**src/rtl/pipelined_adder_pkg.sv**
```systemverilog
// pipelined_adder_pkg: shared helpers and stage control bundle
// for the segmented pipelined adder.
package pipelined_adder_pkg;

   function automatic bit div_ok(input int n, input int s);
      return (s > 0) && (n % s == 0);
   endfunction

   // A bad N/STAGES pair yields a zero segment width.
   // This makes elaboration fail instead of building a wrong adder.
   function automatic int seg_w(input int n, input int s);
      return div_ok(n, s) ? n / s : 0;
   endfunction

   typedef struct packed {
      logic valid;
      logic sub;
      logic cy;
      logic ov;
   } stage_ctl_t;

endpackage

```
**src/rtl/adder_seg.sv**
```systemverilog
// adder_seg: one W-bit combinational segment of the pipelined adder.
// Also exposes the carry into its MSB for signed overflow detection.
module adder_seg
   import pipelined_adder_pkg::*;
#(
   parameter int W = 4
) (
   input  logic [W-1:0] a,
   input  logic [W-1:0] b,
   input  logic         ci,
   output logic [W-1:0] s,
   output logic         co,
   output logic         cm
);

   // Segment sum; MSB carry-in recovered from MSB sum bit.
   always_comb begin
      {co, s} = {1'b0, a} + {1'b0, b} + {{W{1'b0}}, ci};
      cm      = a[W-1] ^ b[W-1] ^ s[W-1];
   end

endmodule

```
**src/rtl/pipelined_adder.sv**
```systemverilog
// pipelined_adder: N-bit add split into STAGES registered segments.
// PIPELINED_ADDER_SUB_EN adds a per-operation subtract port (sub).
module pipelined_adder
   import pipelined_adder_pkg::*;
#(
   parameter int N      = 16,
   parameter int STAGES = 4
) (
   input  logic         clk,
   input  logic         rst,
   input  logic         in_valid,
   output logic         in_ready,
   input  logic [N-1:0] a,
   input  logic [N-1:0] b,
   input  logic         cin,
`ifdef PIPELINED_ADDER_SUB_EN
   input  logic         sub,
`endif
   output logic         out_valid,
   input  logic         out_ready,
   output logic [N-1:0] sum,
   output logic         cout,
   output logic         ovf
);

   localparam int SEG = seg_w(N, STAGES);

   typedef struct packed {
      stage_ctl_t   c;
      logic [N-1:0] s;
      logic [N-1:0] a;
      logic [N-1:0] b;
   } payload_t;

   logic     stall;
   logic     sub_i;
   payload_t src0;
   logic     unused_tail;

`ifdef PIPELINED_ADDER_SUB_EN
   assign sub_i = sub;
`else
   assign sub_i = 1'b0;
`endif

   // Entry payload; subtract folds into the stage-0 carry-in.
   always_comb begin
      src0         = '0;
      src0.c.valid = in_valid;
      src0.c.sub   = sub_i;
      src0.c.cy    = cin ^ sub_i;
      src0.a       = a;
      src0.b       = b;
   end

   for (genvar k = 0; k < STAGES; k++) begin : g_stg
      payload_t       d;
      payload_t       nx;
      payload_t       q;
      logic [SEG-1:0] ss;
      logic           co;
      logic           cm;

      if (k == 0) begin : g_src
         assign d = src0;
      end else begin : g_src
         assign d = g_stg[k-1].q;
      end

      adder_seg #(.W(SEG)) u_seg (
         .a  (d.a[k*SEG +: SEG]),
         .b  (d.b[k*SEG +: SEG] ^ {SEG{d.c.sub}}),
         .ci (d.c.cy),
         .s  (ss),
         .co (co),
         .cm (cm)
      );

      // Merge this segment's result into the travelling payload.
      always_comb begin
         nx                   = d;
         nx.s[k*SEG +: SEG]   = ss;
         nx.c.cy              = co;
         nx.c.ov              = cm ^ co;
      end

      // Stage register: hold on stall, keep data across bubbles.
      always_ff @(posedge clk or posedge rst) begin
         if (rst) begin
            q <= '0;
         end else if (!stall) begin
            if (d.c.valid) begin
               q <= nx;
            end else begin
               q.c.valid <= 1'b0;
            end
         end
      end
   end

   assign out_valid = g_stg[STAGES-1].q.c.valid;
   assign sum       = g_stg[STAGES-1].q.s;
   assign cout      = g_stg[STAGES-1].q.c.cy;
   assign ovf       = g_stg[STAGES-1].q.c.ov;

   assign stall    = out_valid && !out_ready;
   assign in_ready = !stall;

   assign unused_tail = ^{g_stg[STAGES-1].q.a,
                          g_stg[STAGES-1].q.b,
                          g_stg[STAGES-1].q.c.sub};

endmodule

```
**config.mk**
```make
export PLATFORM = sky130hd
export DESIGN_NAME = pipelined_adder
export DESIGN_NICKNAME = d
export VERILOG_FILES = /design/src/rtl/pipelined_adder_pkg.sv /design/src/rtl/adder_seg.sv /design/src/rtl/pipelined_adder.sv
export SDC_FILE = /design/constraint.sdc
export NUM_CORES = 1
export LEC_CHECK = 0
export ABC_AREA = 1
export BUFFER_PORTS_ARGS = -buffer_cell sky130_fd_sc_hd__buf_2
export CAP_MARGIN = 40
export CORE_MARGIN = 8
export CORE_UTILIZATION = 45
export CTS_CLUSTER_SIZE = 10
export DETAILED_ROUTE_END_ITERATION = 10
export GPL_ROUTABILITY_DRIVEN = 1
export SLEW_MARGIN = 10
export SYNTH_ARGS = -nofsm -noshare
export SYNTH_HDL_FRONTEND = slang
export SYNTH_SLANG_ARGS = --single-unit
```
**constraint.sdc**
```tcl
create_clock -name clk -period 7.2 [get_ports clk]
set_input_delay 1.44 -clock clk [delete_from_list [all_inputs] [get_ports clk]]
set_output_delay 1.44 -clock clk [all_outputs]
set_load 0.01 [all_outputs]
```
==> metrics.txt, run 1 <==
endpoint required time on the critical path=5.76 ns; sequential area share after synthesis=57.5%; ANT cells=0; area of the multi-input gates=1510 sq um; DR WL/cell=12.6 um; area leader, netlist=dfrtp_1; critical path's top delay family=buffers and inverters; clk_skew=0.00940 ns; Mapped Cells=466; Max clock buf depth=2; H-tree depth=3; antenna violations before repair=0; die width=113 um; I/O pin cnt=57; pre-CTS setup slack=3.86 ns; Ys Warns=0; RSZ-0062 raised after global routing=no; measured slew at the worst slew-check pin=0.822 ns; WHS Path Cells=2; fraction of layout cells with a size suffix above 1=15.7%; worst setup margin=3.86 ns; ranking of synthesized cells by area=dfrtp_1 58%, nand2_1 17%, o21ai_0 6.4%; largest family of logic cells by synthesized area=simple AND/OR/NAND/NOR gates; post-CTS setup repair buffer count=0; HPWL Detailed=5.63 mm; r2r setup slk=5.41 ns; Int Pwr=0.00116 W; Hold Crit Class=reg -> reg; CP max-delay cell=buf_2; Sw Share=38.0%; Synth cell types=18; Worst EP arrival=1.90 ns; Gate power share=34.3%; WP buf/inv=3; cells along the critical path=buf_2 -> inv_1 -> nand2_4 -> buf_2; Reg clk slew, reported paths=0.10 ns; # resized after CTS=0; Die H=113 um; Largest stage delay, worst path=0.15 ns; register area=2430 sq um; # hold bufs at CTS=0; grt ovf=0; Core Rows=35; gr usage total=13.7%; Crit path top cell by count=buf_2; DR DRC count=0; Post-synth top cells=188 x nand2_1, 97 x dfrtp_1, 54 x o21ai_0; PwrDens=395 nW/um^2; Yosys reg bits=97; Syn Area/Cell=9.05 sq um; # port buffers=56; Vias=2992; DRT Pass-1 Iters=4; initial core utilization=46.1%; largest net degree at the start of global routing=53; Critical R2R Launch=g_stg[0].q[4]$_DFFE_PP0P_; Via density=4.73; Max Transition Viols Final=0; Worst R2R End=g_stg[1].q[49]$_DFFE_PP0P_; max_cap viols=0; Worst VDD drop=0.123 mV; Post-Synth Adder-Cell Area=7.36%; # nets final=574; CTS buffer count=9; Post-synth EDFFs=0; CP endpoint kind=output pin; clock share of power=19.1%; Fin. Hold Viols=0; post-synthesis mux area share=0%; count leader, synth=nand2_1; core area=9150 sq um; HP Start=g_stg[1].q[12]$_DFFE_PP0P_; sw power=0.000713 W; Slew HR=45.1%; maximum clock frequency=0.299 GHz; Min-Delay Endpoint=g_stg[2].q[12]$_DFFE_PP0P_; Iteration-0 DRC Markers=125; Tcrit/Tclk final=46.5%; simple-gate area share of the yosys netlist=21.1%; Routed Antenna Nets=0; CTS root buffer=clkbuf_8; # fillers=880; first-pass GRT wire length=14.2 mm; CTS sink count=97; CP max FO=7; RePlAce Congestion=0.785; Final Hold Slack=0.479 ns; Non-Filler Instances=633; area grow syn2layout=12.5%; Top FF cell, synth=dfrtp_1; vias in the first global route=3141; WP depth=4; setup_tns=0 ns; CP Class=in -> out; startpoint types=input port; worst skew pair latency=0.35 ns; cell total after placement=617; Post-Synth XOR/XNOR Area=0%; # setup viols final=0; R2R cell count=6; Detailed Route WL=7.97 mm; syn_nets=523; Async SR Flop Fraction=100%; post-layout min period=3.34 ns; area share of the largest cell type after synthesis=57.5%; Post-Syn Area=4220 sq um; leakage power=2.57 nW; status=finished, final reports clean; CTS tree=done; Synth Area in Compound Gates=7.42%; part of the power in registers=46.6%; full die area=12700 sq um
## layout by cell type (no fill, tap or decap)
| cell | instances |
|---|---|
| buf_2 | 56 |
| a21oi_1 | 7 |
| inv_6 | 3 |
| nand3b_1 | 2 |
| buf_4 | 1 |
| fa_1 | 8 |
| inv_1 | 43 |
| o31ai_1 | 1 |
| nand2_4 | 2 |
| ha_1 | 12 |
| o21ai_0 | 54 |
| clkinv_2 | 2 |
| nand2_2 | 2 |
| dfrtp_1 | 97 |
| clkbuf_8 | 9 |
| nand3_1 | 17 |
| inv_2 | 3 |
| nand2_1 | 188 |
| bufinv_16 | 1 |
| nor2_1 | 11 |
| clkinvlp_4 | 2 |
| or2_2 | 1 |
## cells by family after synthesis
| logic type | count (synthesis) |
|---|---|
| simple gates | 223 |
| buf+inv | 64 |
| fa+ha+maj | 20 |
| compound gates | 62 |
| flops | 97 |
## power groups by stage
stage          Combinational [W]  Sequential [W]  Clock [W]
2_1_floorplan           0.000476        0.000881          0
3_3_place_gp            0.000634        0.000882          0
3_5_place_dp            0.000652        0.000887          0
4_1_cts                 0.000660        0.000876   0.000370
5_1_grt                 0.000772        0.000899   0.000390
6_report                0.000644        0.000874   0.000358
## per-layer routing
metal | GRT usage (%) | part of all wire, % | vias up | wire (um)
li1 | - | - | 1554 | -
met1 | 18.7 | 53 | 1372 | 4210
met2 | 20.5 | 42 | 59 | 3320
met3 | 2.77 | 4.1 | 7 | 328
met4 | 6.12 | 1.4 | 0 | 108
met5 | 0 | 0 | - | 0
## flip-flops by register name, indices dropped and copies added, names as in the netlist
register and flops:
out_valid 1, g_stg.q 78, cout 1, ovf 1, sum 16
## worst max path at each step
stage / start / end / slack [ns]
after floorplan: rst / cout$_DFFE_PP0P_ / 3.23
after global placement: out_ready / in_ready / 3.87
after detailed placement: out_ready / in_ready / 3.86
after CTS: out_ready / in_ready / 3.86
after global routing: out_ready / in_ready / 3.82
final: out_ready / in_ready / 3.86
## metrics by stage
stage	util [%]	area (sq um)	power, W
after floorplan	-	4220	0.00136
after detailed placement	49.6	4540	0.00154
after global placement	49.6	4540	0.00152
after CTS	51.8	4740	0.00191
final	51.8	4740	0.00188
after global routing	51.8	4740	0.00206
## cell type report
class                      instances  area share (%)
clock buffer                       9            2.61
tap                              111            2.93
timing repair buffer              57            6.07
inverter                          47            3.75
sequential                        97            51.2
multi-input combinational        305            31.9
clock inverter                     7            1.61
## worst reg2reg max path, cell delays in order, from the launching register on
cell,delay (ns)
dfrtp_1,0.41
fa_1,0.48
fa_1,0.41
nand2_1,0.09
inv_1,0.05
o21ai_0,0.14
a21oi_1,0.08
No activity file was read; power rests on OpenSTA's default activity.
==> run 2, diff against run 1 <==
--- a/config.mk
+++ b/config.mk
@@ -5,7 +5,7 @@
 export SDC_FILE = /design/constraint.sdc
 export NUM_CORES = 1
 export LEC_CHECK = 0
-export ABC_AREA = 1
+export ABC_AREA = 0
 export BUFFER_PORTS_ARGS = -buffer_cell sky130_fd_sc_hd__buf_2
 export CAP_MARGIN = 40
 export CORE_MARGIN = 8
@@ -13,6 +13,7 @@
 export CTS_CLUSTER_SIZE = 10
 export DETAILED_ROUTE_END_ITERATION = 10
 export GPL_ROUTABILITY_DRIVEN = 1
+export PLACE_DENSITY = 0.67
 export SLEW_MARGIN = 10
 export SYNTH_ARGS = -nofsm -noshare
 export SYNTH_HDL_FRONTEND = slang
==> constraint.sdc (replaced) <==
create_clock -name clk -period 2.9 [get_ports clk]
set_input_delay 0.58 -clock clk [delete_from_list [all_inputs] [get_ports clk]]
set_output_delay 0.58 -clock clk [all_outputs]
set_load 0.01 [all_outputs]
==> metrics.txt, run 2 <==
# hold bufs at CTS=0; core area=9110 sq um; Iteration-0 DRC Markers=44; CTS sink count=97; # resized after CTS=0; Async SR Flop Fraction=100%; r2r setup slk=1.03 ns; RSZ-0062 raised after global routing=no; PwrDens=1070 nW/um^2; CP endpoint kind=flip-flop; post-layout instance area=4750 sq um; Max clock buf depth=2; status=finished, final reports clean; # nets final=405; setup_tns=0 ns; syn_nets=344; Yosys reg bits=97; CTS buffer count=9; worst skew pair latency=0.36 ns; die width=112 um; pre-CTS setup slack=0.855 ns; worst setup margin=1.03 ns; first-pass GRT wire length=11.8 mm; CTS root buffer=clkbuf_8; CP max-delay cell=fa_1; RePlAce Congestion=0.738; count leader, synth=dfrtp_1; max_cap viols=0; Vias=2290; initial core utilization=45.7%; Die H=112 um; area share of the largest cell type after synthesis=58.3%; largest net degree at the start of global routing=45; Slew HR=52.6%; # setup viols final=0; critical path's top delay family=adder cells; endpoint required time on the critical path=3.11 ns; CP Class=reg -> reg; post-layout min period=1.87 ns; grt ovf=0; post-CTS setup repair buffer count=0; Fin. Hold Viols=0; Tcrit/Tclk final=64.5%; Syn Area/Cell=14.5 sq um; maximum clock frequency=0.535 GHz; cell total after placement=448; WP depth=5; I/O pin cnt=57; area leader, netlist=dfrtp_1; Reg clk slew, reported paths=0.09 ns; Met3 Wirelength=234 um; Largest stage delay, worst path=0.48 ns; sequential area share after synthesis=58.3%; measured slew at the worst slew-check pin=0.709 ns; gr usage total=11.7%; ANT cells=0; Crit path top cell by count=fa_1; HPWL Detailed=4.83 mm; startpoint types=flip-flop; DR DRC count=0; top sig layer=met4; Post-synth top cells=97 x dfrtp_1, 75 x mux2_2, 21 x nand2_1; Post-synth EDFFs=0; Post-Syn Area=4160 sq um; CP max FO=2; vias in the first global route=2474; Core Rows=35; full die area=12600 sq um; placed inst area=4550 sq um; met2 WL post-DR=3.41 mm; Mapped Cells=287; DRT Pass-1 Iters=4; R2R cell count=5; Worst EP arrival=2.08 ns; Worst VDD drop=0.320 mV; # port buffers=56; Routed Antenna Nets=0; Max Transition Viols Final=0; Non-Filler Instances=462; WP buf/inv=0; Detailed Route WL=6.76 mm; H-tree depth=3; antenna violations before repair=0; register with the most flip-flops=g_stg.q; ranking of synthesized cells by area=dfrtp_1 58%, mux2_2 20%, fa_1 3.8%; DR WL/cell=14.6 um; Top FF cell, synth=dfrtp_1; cells along the critical path=fa_1 -> fa_1 -> a21o_1 -> a21oi_1 -> o21ai_0; most frequent cells in the layout=97 x dfrtp_1, 75 x mux2_2, 56 x buf_2; area grow syn2layout=14.0%; Hold Crit Class=in -> async; Synth cell types=20; WL met1=2.95 mm; CTS tree=done; clk_skew=0.00974 ns; flip-flop count of the largest register after layout=78; Ys Warns=0; leakage power=2.26 nW; fraction of layout cells with a size suffix above 1=44.7%; Via density=4.96; most common cell after layout, fill and taps aside=dfrtp_1
## run 2: worst paths after layout
check | start | endpoint
worst max register to register | g_stg[0].q[4]$_DFFE_PP0P_ | g_stg[1].q[49]$_DFFE_PP0P_
max in group asynchronous | rst | g_stg[1].q[12]$_DFFE_PP0P_
worst min-delay path | rst | g_stg[0].q[32]$_DFFE_PP0P_
worst min register to register | sum[13]$_DFFE_PP0P_ | sum[13]$_DFFE_PP0P_
min in group clk | b[7] | g_stg[0].q[7]$_DFFE_PP0P_
worst max-delay path | g_stg[0].q[4]$_DFFE_PP0P_ | g_stg[1].q[49]$_DFFE_PP0P_
## run 2: worst min-delay path, delay by kind of cell
kind | cells | cell delay (ns)
buffers and inverters | 3 | 0.41
## run 2: report_power, final
group | switching [W] | total (W) | leakage [nW] | internal [W]
Clock | 0.000430 | 0.000907 | 0.0955 | 0.000477
Combinational | 0.000835 | 0.00187 | 1.01 | 0.00104
Sequential | 0.000321 | 0.00228 | 1.16 | 0.00196
Total | 0.00159 | 0.00506 | 2.26 | 0.00347
## run 2: metal layers
| metal | track usage, % | up-vias |
|---|---|---|
| met1 | 13.5 | 1151 |
| met4 | 7.55 | 0 |
| met5 | 0 | - |
| li1 | - | 1096 |
| met2 | 19.4 | 32 |
| met3 | 2.47 | 11 |
## run 2: layout make-up
cell class,count,area (sq um)
Clock inverter,3,67.6
Fill cell,817,4360
Tap cell,111,139
Timing Repair Buffer,60,335
Sequential cell,97,2430
Clock buffer,11,131
Inverter,13,57.6
Multi-Input combinational cell,167,1590
## run 2: kinds of logic after synthesis
| logic type | count (synthesis) | synth area share (%) |
|---|---|---|
| flops | 97 | 58.3 |
| mux | 78 | 21.4 |
| compound gates | 30 | 4.03 |
| simple gates | 30 | 3.43 |
| buf+inv | 23 | 3.55 |
| fa+ha+maj | 20 | 7.45 |
| xor+xnor | 9 | 1.89 |
## run 2: per-stage QoR
| step | utilization [%] | hold slack, ns | total power [W] |
|---|---|---|---|
| after global placement | 49.7 | 0.463 | 0.00414 |
| after CTS | 52.1 | 0.261 | 0.00516 |
| after global routing | 52.1 | 0.275 | 0.00548 |
| final | 52.1 | 0.274 | 0.00506 |
| after floorplan | - | 0.445 | 0.00377 |
| after detailed placement | 49.9 | 0.474 | 0.00423 |
